$ cat src/rtl/hazard_forward_unit.sv
// hazard_forward_unit: scoreboard-based forwarding select, load-use stall, bubble and stall counter for the MIPS150 pipeline
//   clk, rst_n          clock and asynchronous active-low reset
//   id_*                decode-stage instruction: sources, their use flags, destination, load flag
//   ex_redirect         taken branch/jump this cycle; kills the decode instruction
//   fwd_sel_a/b         0 = register file, k = result of tracked stage k
//   stall               hold PC and IF/ID
//   bubble              stage 1 receives a NOP
//   stall_count         saturating count of stall cycles
module hazard_forward_unit #(
  parameter int REG_AW = 5,
  parameter int STAGES = 3,
  parameter int LOAD_STAGE = 2,
  parameter int SEL_W = 2,
  parameter int CNT_W = 16
) (
  input  logic              clk,
  input  logic              rst_n,
  input  logic              id_valid,
  input  logic [REG_AW-1:0] id_rs,
  input  logic [REG_AW-1:0] id_rt,
  input  logic              id_rs_used,
  input  logic              id_rt_used,
  input  logic              id_wr_en,
  input  logic [REG_AW-1:0] id_wr_reg,
  input  logic              id_is_load,
  input  logic              ex_redirect,
  output logic [SEL_W-1:0]  fwd_sel_a,
  output logic [SEL_W-1:0]  fwd_sel_b,
  output logic              stall,
  output logic              bubble,
  output logic [CNT_W-1:0]  stall_count
);
  logic [STAGES:1] v, ld;
  logic [REG_AW-1:0] wr [1:STAGES];
  logic [SEL_W-1:0] sa, sb;
  logic la, lb, ua, ub, stall_a, stall_b;
  // Scan oldest to youngest so the youngest match overwrites; la/lb flag a match too young to carry load data.
  always_comb begin
    sa = '0;
    sb = '0;
    la = 1'b0;
    lb = 1'b0;
    for (int k = STAGES; k >= 1; k--) begin
      if (v[k] && wr[k] == id_rs) begin
        sa = SEL_W'(k);
        la = ld[k] && (k < LOAD_STAGE);
      end
      if (v[k] && wr[k] == id_rt) begin
        sb = SEL_W'(k);
        lb = ld[k] && (k < LOAD_STAGE);
      end
    end
  end
  assign ua = id_valid && id_rs_used && (id_rs != '0);
  assign ub = id_valid && id_rt_used && (id_rt != '0);
  assign stall_a = ua && la;
  assign stall_b = ub && lb;
  assign fwd_sel_a = (ua && !la) ? sa : '0;
  assign fwd_sel_b = (ub && !lb) ? sb : '0;
  assign stall = (stall_a || stall_b) && !ex_redirect;
  assign bubble = stall || ex_redirect;
  always_ff @(posedge clk or negedge rst_n) begin
    if (!rst_n) begin
      v <= '0;
      ld <= '0;
      for (int k = 1; k <= STAGES; k++) wr[k] <= '0;
      stall_count <= '0;
    end else begin
      for (int k = STAGES; k >= 2; k--) begin
        v[k] <= v[k-1];
        ld[k] <= ld[k-1];
        wr[k] <= wr[k-1];
      end
      v[1] <= id_valid && !bubble && id_wr_en && (id_wr_reg != '0);
      ld[1] <= id_is_load;
      wr[1] <= id_wr_reg;
      if (stall && stall_count != '1) stall_count <= stall_count + CNT_W'(1);
    end
  end
endmodule

$ cat config.mk
export PLATFORM = sky130hd
export DESIGN_NAME = hazard_forward_unit
export DESIGN_NICKNAME = d
export VERILOG_FILES = /design/src/rtl/hazard_forward_unit.sv
export SDC_FILE = /design/constraint.sdc
export NUM_CORES = 1
export LEC_CHECK = 0
export CELL_PAD_IN_SITES_DETAIL_PLACEMENT = 0
export CELL_PAD_IN_SITES_GLOBAL_PLACEMENT = 1
export CORE_MARGIN = 4
export CORE_UTILIZATION = 41
export DETAILED_ROUTE_END_ITERATION = 7
export GPL_TIMING_DRIVEN = 0
export PLACE_DENSITY = 0.83
export SETUP_SLACK_MARGIN = 0.1
export SLEW_MARGIN = 25
export SYNTH_ARGS = -nofsm -noshare
export SYNTH_HDL_FRONTEND = slang
export SYNTH_SLANG_ARGS = --single-unit
$ cat constraint.sdc
create_clock -name clk -period 5.38 [get_ports clk]
set_input_delay 1.076 -clock clk [delete_from_list [all_inputs] [get_ports clk]]
set_output_delay 1.076 -clock clk [all_outputs]
set_load 0.02 [all_outputs]
After elaboration in Yosys (flattened, before gate mapping)
Cells that the tools add are included.
{"block": "op_classes", "addsub": 1, "n_eq_ne": 7, "n_mux": 10, "reduce_logical": 28}
{"operator": "$eq 5x5->1", "count": 6}
{"operator": "$logic_and 1x1->1", "count": 19}
{"operator": "$add 16x1->16 const B", "count": 1}
{"operator": "$mux 2", "count": 8}
{"operator": "$ne 16x16->1 const B", "count": 1}
{"operator": "$reduce_bool 5->1", "count": 3}
{"operator": "$logic_not 1->1", "count": 4}
{"operator": "$logic_or 1x1->1", "count": 2}
{"operator": "$mux 1", "count": 2}
{"block": "word_totals", "regBits": 35, "inputBits": 23, "out_inout_bits": 22}

Logic depth before layout (Yosys ltp)
Gate-level depths: netlist of run 1.
{"block": "logic_depth", "depth_word": 11, "depth_mapped": 7, "depth_no_buf": 6}

Least setup slack after synthesis of run 1
No wires, ideal clock.
{"block": "synth_path", "path_kind": "input-to-output", "startpoint": "in id_rs[1]", "endpoint": "out stall", "arrival_ns": 2.431, "required_ns": 4.304, "setup_slack_ns": 1.873, "stages": 5, "path_buffers": 1, "cell_sequence": "or4_1 o211ai_2 nor4_2 buf_4 or2_2"}
{"block": "synth_via", "elab_chain_len": 6, "word_cells_on_any_way": 8}
{"item": "start: declaration", "line": "19", "text": "input logic [REG_AW-1:0] id_rs,"}
{"item": "$eq 5x5->1", "line": "44", "text": "if (v[k] && wr[k] == id_rs) begin"}
{"item": "$logic_and 1x1->1", "line": "44"}
{"item": "$mux 1", "line": "44"}
{"item": "$logic_and 1x1->1 *", "line": "56", "text": "assign stall_a = ua && la;"}
{"item": "$logic_or 1x1->1 *", "line": "60", "text": "assign stall = (stall_a || stall_b) && !ex_redirect;"}
{"item": "$logic_and 1x1->1 *", "line": "60"}
{"item": "end: declaration", "line": "29", "text": "output logic stall,"}
Mark *: on every way between the ends. The rest lies on a longest branch, timed or not.

Worst setup path after layout of run 1
{"block": "layout_path", "startpoint": "in id_rt[0]", "endpoint": "out stall"}
{"block": "layout_via", "elab_chain_len": 6, "word_cells_on_any_way": 8}
{"item": "start: declaration", "line": "20", "text": "input logic [REG_AW-1:0] id_rt,"}
{"item": "$eq 5x5->1", "line": "48", "text": "if (v[k] && wr[k] == id_rt) begin"}
{"item": "$logic_and 1x1->1", "line": "48"}
{"item": "$mux 1", "line": "48"}
{"item": "$logic_and 1x1->1 *", "line": "57", "text": "assign stall_b = ub && lb;"}
{"item": "$logic_or 1x1->1 *", "line": "60"}
{"item": "$logic_and 1x1->1 *", "line": "60"}
Marked as above.

==> metrics.md, run 1 <==
| Metric | Value |
|---|---|
| Clock slew at reported path FFs | `70 ps` |
| Synth unique cells | `31` |
| First-pass GRT wire length | `7.59 mm` |
| Most frequent cells in the layout | `clkdlybuf4s50_1 (43), dfrtp_1 (35), xnor2_1 (29), xor2_1 (16)` |
| Detail Route Antenna Nets | `0` |
| Layout area overhead | `33.5%` |
| Syn Nets | `186` |
| Port Buffers | `44` |
| CORE AREA | `0.00414 mm^2` |
| Ant. Diodes | `0` |
| Internal power | `around 0.39 mW` |
| Main combinational cell family by area after synthesis | `XOR/XNOR gates` |
| Critical Path Start Type | `input pin` |
| Max clock buf depth | `2` |
| Crit path max fanout | `10` |
| Register area share after synthesis | `0.482` |
| Yosys warnings | `0` |
| Synth Instances | `162` |
| Placer Congestion | `0.834` |
| Setup TNS | `0 ps` |
| Clk pwr share | `0.349` |
| Tot GR Track Use | `0.184` |
| Fin. Hold Viols | `0` |
| #FFs+latches synth | `35` |
| Drt total wl | `4.58 mm` |
| Mapped cell area | `0.00182 mm^2` |
| Post-Synth XOR/XNOR Area | `0.217` |
| Reg2Reg Depth | `7` |
| Final Skew | `5.77 ps` |
| CTS Buf Count | `5` |
| Achievable Freq | `206 MHz` |
| Grt peak-use layer | `met2` |
| Worst endpoint required time | `between 4000 and 5000 ps` |
| Initial Util | `0.438` |
| Final setup margin | `~530 ps` |
| CP most frequent cell | `clkdlybuf4s50_1` |
| Die Area | `about 0.0056 mm^2` |
| Hold Startpoint | `v[2]` |
| Initial drt markers | `73` |
| CTS Sinks | `35` |
| DP HPWL | `approximately 3.6 mm` |
| Clock latency on the worst-skew pair | `290 ps` |
| Worst-margin pin slew | `roughly 800 ps` |
| Crit. End Element | `primary output` |
| Switch Pwr | `roughly 0.13 mW` |
| Hold bufs inserted after CTS | `0` |
| Slowest-stage cell, CP | `nor4_2` |
| Via count | `1,482` |
| Synth Area in Simple Gates | `0.178` |
| Sw Ratio | `0.246` |
| LEAKAGE | `0.929 nW` |
| Initial antenna violation count | `0` |
| Worst hold path class | `reg2reg` |
| Site row count | `23` |
| Final number of setup-violating endpoints | `0` |
| Grt ovf | `0` |
| Largest net degree at the start of global routing | `26` |
| Combinational Power Share | `0.114` |
| CP top delay family | `buffers and inverters` |
| R2R setup slack | `3090 ps` |
| Status | `complete, no violations` |
| Unrepaired setup endpoints after global routing | `false` |
| PD cells | `between 200 and 250 mW/mm^2` |
| Mean Syn Cell Area | `11.2 um^2` |
| Post-layout net count | `approximately 240` |
| Vias in the first global route | `around 1,600` |
| Root buffer cell | `clkbuf_8` |
| Horiz. Die Dim | `around 75 um` |
| GR Layer Usage met3 | `0.0595` |
| Crit path largest cell delay | `around 750 ps` |
| Mux contribution to synthesized area | `0.00620` |
| Crit path buffers/inverters | `3` |
| Synth Area in Adders | `0.00689` |
| Max Cap Viol | `0` |
| Post-layout min period | `4850 ps` |
| Seq pwr share | `0.537` |
| Layout cell share with drive strength beyond 1 | `0.0977` |
| DR vias/cell | `5.59` |
| Worst EP arrival | `3770 ps` |
| Stages on worst setup path | `7` |
| VDD IR-drop max | `0.132 mV` |
| Die height | `74.6 um` |
| H-tree levels | `2` |
| Met2 usage | `0.308` |
| Reg2reg start | `stall_count[0]` |
| IO Pins | `between 40 and 50` |
| Hold path cells | `0` |
| Period utilization | `0.902` |
| CTS tree | `done` |
| Slew Viols, Final | `0` |
| Max-slew headroom | `0.464` |
| GR Util met1 | `0.223` |
| Post-CTS setup buffer count | `0` |
| Synth Area in Compound Gates | `0.0978` |
| Worst slack at placement | `563 ps` |
| DRC Markers | `0` |
| Crit path kind | `in2out` |
| CTS resizes | `0` |
| Commonest non-fill, non-tap cell in the layout | `clkdlybuf4s50_1` |
| WHS Endpoint | `v[3]` |
| DR pass1 iterations | `4` |
| Reg2reg end | `stall_count[1]` |
| Wire per inst | `17.3 um` |
| CP Cell Sequence | `clkdlybuf4s50_1 > xnor2_1 > nand4_1 > nor4_2 > buf_6 > or2_2 > clkdlybuf4s50_1` |
metal layers:
metal  vias up  share of wire  wire length [um]
met5         -              0                 0
met4         0          0.018                82
met3         7          0.044               200
met2        33           0.51              2330
met1       747           0.43              1970
li1        695              -                 -
stage by stage:
step / util / hold WS [ps] / cell area, um^2 / total power [mW] / std cells
floorplan: - / 373 / 1820 / 0.305 / 162
global placement: 0.560 / 385 / 2320 / 0.339 / 256
detailed placement: 0.565 / 391 / 2340 / 0.343 / 257
CTS: 0.585 / 406 / 2430 / 0.525 / 265
global route: 0.585 / 428 / 2430 / 0.542 / 265
finish: 0.585 / 407 / 2430 / 0.518 / 265
power groups by stage:
stage	Sequential, mW	Clock [mW]	Combinational, mW
floorplan	0.282	0	0.0230
global placement	0.283	0	0.0560
detailed placement	0.283	0	0.0600
CTS	0.278	0.186	0.0602
global route	0.279	0.198	0.0646
finish	0.278	0.181	0.0591
worst max-delay path by stage:
stage | startpoint | end | slack [ps]
floorplan | id_rs[1] | stall | 1870
global placement | id_rs[0] | stall | 570
detailed placement | id_rs[0] | stall | 560
CTS | id_rt[0] | stall | 560
global route | id_rs[0] | stall | 440
finish | id_rt[0] | stall | 530
cells in the mapped netlist:
| cell | count | area [um^2] |
|---|---|---|
| xor2_1 | 16 | 140 |
| and4_1 | 1 | 8.76 |
| o22ai_1 | 1 | 6.26 |
| xnor2_1 | 29 | 254 |
| or4_1 | 3 | 22.5 |
| nor3_1 | 5 | 25.0 |
| nor3b_1 | 2 | 15.0 |
| buf_6 | 1 | 11.3 |
| and2_1 | 1 | 6.26 |
| nor2_1 | 4 | 15.0 |
| nand2_1 | 4 | 15.0 |
| o21ai_1 | 4 | 20.0 |
| nand4_1 | 4 | 25.0 |
| a211oi_1 | 1 | 7.51 |
| buf_4 | 1 | 7.51 |
| a31oi_1 | 2 | 12.5 |
| nand2b_1 | 2 | 12.5 |
| dfrtp_1 | 35 | 876 |
| nor2b_1 | 2 | 12.5 |
| o211ai_2 | 3 | 37.5 |
| ha_1 | 1 | 12.5 |
| nand3_1 | 8 | 40.0 |
| or2_2 | 3 | 18.8 |
| a21o_1 | 1 | 7.51 |
| nor4_2 | 2 | 25.0 |
| o2111ai_1 | 3 | 26.3 |
| nor4_1 | 7 | 43.8 |
| mux2_2 | 1 | 11.3 |
| clkbuf_1 | 1 | 3.75 |
| and3_1 | 6 | 37.5 |
| o211ai_1 | 8 | 60.1 |
worst register-to-register path, stage by stage, from the launching register on:
cell and delay, ps:
dfrtp_1 450, ha_1 220, nand3_1 140, nor4_1 460, nand2b_1 120, clkbuf_1 230
o21ai_1 200, mux2_2 360
final cells by class:
class,instances,area (um^2)
multi-input cells,124,918
clock buffers,5,68.8
clock inverters,3,15.0
flip-flops and latches,35,876
well taps,50,62.6
plain buffers,3,22.5
fillers,368,1720
repair buffers,45,463
state kept, by name, indices dropped and copies added (netlist names):
| register | cells |
|---|---|
| ld | 1 |
| wr | 15 |
| stall_count | 16 |
| v | 3 |
kinds of logic (layout without fill, tap and decap cells):
group / count (synthesis) / count (layout)
AND/OR/NAND/NOR: 54 / 54
XOR/XNOR: 45 / 45
flip-flops: 35 / 35
AO/OA/AOI/OAI: 23 / 23
buffers and inverters: 3 / 56
adder cells (fa/ha/maj): 1 / 1
multiplexers: 1 / 1
No activity file was read; power rests on OpenSTA's default activity.
==> inputs of run 2 (changes only) <==
- GPL_ROUTABILITY_DRIVEN: default -> 1
==> results of run 2 <==
The final DEF is identical to that of run 1; final timing and power are the same.
